===== config.mk =====
export PLATFORM = sky130hd
export DESIGN_NAME = layer_sequencer
export DESIGN_NICKNAME = d
export VERILOG_FILES = /design/src/rtl/layer_sequencer.sv
export SDC_FILE = /design/constraint.sdc
export NUM_CORES = 1
export LEC_CHECK = 0
export CAP_MARGIN = 20
export CORE_AREA = 3 3 219 221
export DETAILED_ROUTE_END_ITERATION = 10
export DIE_AREA = 0 0 222 224
export PLACE_DENSITY_LB_ADDON = 0.25
export SLEW_MARGIN = 25
export SYNTH_ARGS = -nofsm -noshare
export SYNTH_HDL_FRONTEND = slang
export SYNTH_SLANG_ARGS = --single-unit
export TNS_END_PERCENT = 100

===== constraint.sdc =====
create_clock -name clk -period 3.9 [get_ports clk]
set_clock_uncertainty 0.05 [all_clocks]
set_input_delay 1.17 -clock clk [delete_from_list [all_inputs] [get_ports clk]]
set_output_delay 1.17 -clock clk [all_outputs]
set_load 0.1 [all_outputs]

===== src/rtl/layer_sequencer.sv =====
// layer_sequencer
// ---------------
// Sequences one frame through a fully connected neural layer:
//   IDLE  -> waits for start
//   FEED  -> accepts numWeight activations from upstream and broadcasts each
//            one (registered, one cycle later) to every neuron
//   WAIT  -> collects one result per neuron from its output strobe
//   DRAIN -> serializes the collected results, neuron 0 first, downstream
// and then returns to IDLE with a one-cycle done pulse.
//
// Handshakes: a transfer happens on a rising clk edge where valid and ready
// are both high. Valid/data never depend on ready. in_ready is high only in
// FEED; out_valid is high only in DRAIN, and out_data holds until the
// transfer completes.
//
// Ports
//   clk, rst          clock, synchronous active-high reset
//   start             begin a frame (only looked at in IDLE)
//   in_data/in_valid/in_ready   upstream activation stream
//   myinput/myinputValid        activation broadcast to the neurons
//   n_out/n_outvalid            packed neuron results and per-neuron strobes
//   out_data/out_valid/out_ready downstream result stream
//   busy              high whenever not IDLE
//   done              one-cycle pulse on the first IDLE cycle after a frame
//   state_dbg         current FSM state (IDLE=0, FEED=1, WAIT=2, DRAIN=3)
module layer_sequencer #(
    parameter int numWeight  = 784,
    parameter int numNeurons = 30,
    parameter int dataWidth  = 16
) (
    input  logic                             clk,
    input  logic                             rst,
    input  logic                             start,
    input  logic [dataWidth-1:0]             in_data,
    input  logic                             in_valid,
    output logic                             in_ready,
    output logic [dataWidth-1:0]             myinput,
    output logic                             myinputValid,
    input  logic [numNeurons*dataWidth-1:0]  n_out,
    input  logic [numNeurons-1:0]            n_outvalid,
    output logic [dataWidth-1:0]             out_data,
    output logic                             out_valid,
    input  logic                             out_ready,
    output logic                             busy,
    output logic                             done,
    output logic [1:0]                       state_dbg
);

    localparam int CW = $clog2(numWeight + 1);
    localparam int KW = (numNeurons > 1) ? $clog2(numNeurons) : 1;
    localparam logic [CW-1:0] LAST_BEAT = CW'(numWeight - 1);
    localparam logic [KW-1:0] LAST_K    = KW'(numNeurons - 1);

    typedef enum logic [1:0] {
        IDLE  = 2'd0,
        FEED  = 2'd1,
        WAIT  = 2'd2,
        DRAIN = 2'd3
    } state_t;

    state_t                  state;
    state_t                  state_next;
    logic [CW-1:0]           in_cnt;
    logic [numNeurons-1:0]   mask;
    logic [numNeurons-1:0]   capture;
    logic [KW-1:0]           k;
    logic [dataWidth-1:0]    result [numNeurons];
    logic                    beat_accept;
    logic                    out_fire;

    assign state_dbg = state;

    // A strobe is taken only in WAIT and only for a neuron not yet captured,
    // so a repeated strobe can never overwrite the first value of a frame.
    assign capture = (state == WAIT) ? (n_outvalid & ~mask) : '0;

    // Next-state and handshake outputs.
    always_comb begin
        state_next  = state;
        in_ready    = 1'b0;
        out_valid   = 1'b0;
        busy        = 1'b1;
        beat_accept = 1'b0;
        out_fire    = 1'b0;
        case (state)
            IDLE: begin
                busy = 1'b0;
                if (start) state_next = FEED;
            end
            FEED: begin
                in_ready    = 1'b1;
                beat_accept = in_valid;
                // The beat that makes the count numWeight is the last one;
                // in_ready is gone the following cycle.
                if (in_valid && (in_cnt == LAST_BEAT)) state_next = WAIT;
            end
            WAIT: begin
                // Registered mask: DRAIN starts the cycle after it fills.
                if (&mask) state_next = DRAIN;
            end
            DRAIN: begin
                out_valid = 1'b1;
                out_fire  = out_ready;
                if (out_ready && (k == LAST_K)) state_next = IDLE;
            end
            default: state_next = IDLE;
        endcase
    end

    always_ff @(posedge clk) begin
        if (rst) state <= IDLE;
        else     state <= state_next;
    end

    // Control registers and broadcast register.
    always_ff @(posedge clk) begin
        if (rst) begin
            in_cnt       <= '0;
            mask         <= '0;
            k            <= '0;
            myinput      <= '0;
            myinputValid <= 1'b0;
            done         <= 1'b0;
        end else begin
            myinputValid <= beat_accept;
            done         <= 1'b0;
            if (beat_accept) myinput <= in_data;
            case (state)
                IDLE: begin
                    if (start) begin
                        in_cnt <= '0;
                        mask   <= '0;
                        k      <= '0;
                    end
                end
                FEED: begin
                    if (beat_accept) in_cnt <= in_cnt + CW'(1);
                end
                WAIT: begin
                    mask <= mask | capture;
                end
                DRAIN: begin
                    if (out_fire) begin
                        if (k == LAST_K) done <= 1'b1;
                        else             k    <= k + KW'(1);
                    end
                end
                default: ;
            endcase
        end
    end

    // Result registers keep their contents until the next frame captures.
    always_ff @(posedge clk) begin
        for (int i = 0; i < numNeurons; i++) begin
            if (capture[i]) result[i] <= n_out[i*dataWidth +: dataWidth];
        end
    end

    assign out_data = (state == DRAIN) ? result[k] : '0;

endmodule


==> results by group <==
Status
  • Status: complete, but fails checks
  • Violated checks: setup timing

Synthesis
  • Register area share after synthesis: 0.746
  • Synth cell types: 47
  • EDFF count, synth: 480
  • Asr flop ratio synth: 0
  • Yosys top cell by area: edfxtp_1
  • Primary FF master, synth: edfxtp_1
  • Yosys reg bits: 550
  • Cell Area, Synth: 21200 sq um
  • Synth top area share: 0.680
  • Syn Nets: 1657
  • Synth top area cells: edfxtp_1, mux4_2, dfxtp_1
  • Syn Inst Count: 1118
  • Avg Inst Size Synth: 19.0 sq um
  • Synth Warn #: 0

Clocking
  • Total clock buffers created by CTS: 55
  • Hold_buf cts: 0
  • CTS Root Cell: clkbuf_16
  • Max Root-Sink Buffers: 3
  • Worst skew pair latency: 0.59 ns
  • TritonCTS clock tree: yes
  • TritonCTS sink count: 550
  • CTS H-tree lvls: 2
  • Clk pin slew, worst setup/hold paths: 0.06 ns

STA
  • Final min period: 4.08 ns
  • Hold_ws: 0.408 ns
  • RSZ-0062 raised after global routing: true
  • Final worst slack: -0.183 ns
  • Hold Vio Cnt, Final: 0
  • Final setup fails: 14
  • Fin crit share: 1.05
  • Slew headroom: 0.346
  • Fin. max-slew vios: 0
  • Worst slew pin tran: 0.978 ns
  • FMAX: 245 MHz

Die
  • Core Region: 46400 sq um
  • Rows: 79
  • Chip height: 224 um
  • Die Wd: 222 um
  • Initial Util: 0.458
  • I/O pin total: 570
  • Die area: 49700 sq um

Critical path
  • Worst endpoint required time: 2.68 ns
  • Worst-path maximum fanout: 6
  • Endpoint class of the critical path: output port
  • Setup CP Type: flip-flop to output port
  • CP arrival: 2.86 ns
  • CP startpoint kind: flip-flop

Route
  • Top routing layer in use: met5
  • Wire length on met2: 36300 um
  • Antenna viol nets, final: 0
  • Via count: 13500
  • Detailed router's first-iteration violation count: 1401
  • Remaining DRCs: 0
  • DR WL/cell: 29.9 um
  • Vias per Instance: 5.57
  • 1st-pass router iterations: 5
  • Final wirelength: 72700 um
  • WL met3: 7550 um
  • Met1 WL: 26100 um

Pwr
  • Peak VDD IR: 0.000476 V
  • Power per cell area: 517 nW/um^2
  • Pleak: 9.97 nW
  • Total power: 15.7 mW

Layout
  • Commonest cells after routing, fill and taps aside: clkdlybuf4s50_1, edfxtp_1, mux4_2
  • Leading cell type in the layout, fill and taps excluded: clkdlybuf4s50_1
  • Nets: 2304
  • Core Util, Final: 0.654
  • Layout area overhead: 42.9%
  • Fraction of layout cells with a size suffix above 1: 0.213

Global routing
  • Global-route wire length before repair: 100000 um
  • Total track usage: 0.288
  • Vias in the first global route: 14200
  • Largest net degree at the start of global routing: 31
  • Initial antenna violation count: 26
  • GRT overflow: 0

Placed design
  • IO Port Bufs: 569
  • Pre-CTS WS: 0.275 ns
  • Routability cong.: 0.878
  • DP Wirelength: 53000 um

Min path
  • Hold WC Path Type: flip-flop to flip-flop

Job
  • Max-cap violations: 0
## final cells by class
class / count / area [sq um]
Clock buffer: 77 / 1500
Multi-Input combinational cell: 508 / 5280
Inverter: 6 / 22.5
Timing Repair Buffer: 644 / 6670
Fill cell: 3250 / 16100
Clock inverter: 23 / 214
Sequential cell: 550 / 15800
Antenna cell: 13 / 32.5
Tap cell: 607 / 759
## synth_stat cells (2+ instances only)
cell type and instances:
edfxtp_1 480, nand2_1 92, nand2b_1 3, nand4b_1 2, nor2b_1 7, ha_1 8
nand4_1 12, nor4_1 2, o21ai_0 5, buf_1 4, inv_1 6, nor2_1 79
buf_6 6, buf_2 10, mux4_2 113, dfxtp_1 70, mux2i_1 26, clkbuf_1 20
and3_1 4, nand3b_1 2, o21a_1 4, o22ai_1 5, buf_4 11, o211ai_1 8
and2_1 2, a21oi_1 55, mux2_1 8, o221ai_1 8, or3_1 2, nand3_1 6
xor2_1 10, a211oi_1 4, mux2_2 24, mux4_1 7
## critical path, cell delays in order, from the launching register on
cell,delay (ns)
dfxtp_4,0.42
buf_6,0.16
buf_6,0.11
mux4_2,0.56
mux4_2,0.57
nand2_2,0.10
o211ai_1,0.12
clkbuf_16,0.24
## power by group
part	total, mW	switching, mW	internal [mW]
Sequential	7.55	0.281	7.27
Clock	5.09	2.16	2.93
Combinational	3.02	1.83	1.19
## through the flow
step                      TNS, ns  area [sq um]  instances
after floorplan             -3.43         21300       1118
after global placement          0         28100       2299
after detailed placement        0         28100       2299
after CTS                   -2.36         30200       2415
after global routing        -3.07         30300       2423
final                       -1.64         30300       2428
## worst paths after layout
path	startpoint	endpoint	slack [ns]	depth (start not counted)
worst min register to register	myinput[1]	myinput[1]	0.41	2
worst max register to register	state_dbg[0]	result[0][7]	1.36	6
worst min-delay path	myinput[1]	myinput[1]	0.41	2
worst max-delay path	flip-flop	out_data[6]	-0.18	7
## flip-flops by register name, indices dropped and copies added, names as in the netlist, named ones only
register	count
in_cnt	10
state_dbg	2
result	480
mask	30
myinput	16
done	1
k	5
myinputValid	1
## layer usage
metal | vias up | GRT usage
li1 | 5765 | -
met1 | 6761 | 0.361
met2 | 822 | 0.474
met3 | 157 | 0.0852
met4 | 28 | 0.117
met5 | - | 0
## logic make-up (layout without fill, tap and decap cells)
kind of cell             Yosys count  in the layout  synth area share
AO/OA/AOI/OAI                     92             92            0.0258
buffers and inverters             60            750            0.0166
XOR/XNOR                          11             11           0.00454
multiplexers                     178            178             0.158
other                              0             13                 0
adder cells (fa/ha/maj)            8              8           0.00472
AND/OR/NAND/NOR                  219            219            0.0448
flip-flops                       550            550             0.746
## what timing repair did
action | in CTS | in global routing
buffers inserted | 10 | 0
pin swaps | 12 | 6
gates resized for setup | 31 | 23
setup endpoints to repair | 16 | 16
gates cloned | 6 | 0
Note: power is estimated with default switching activity, not from simulation.
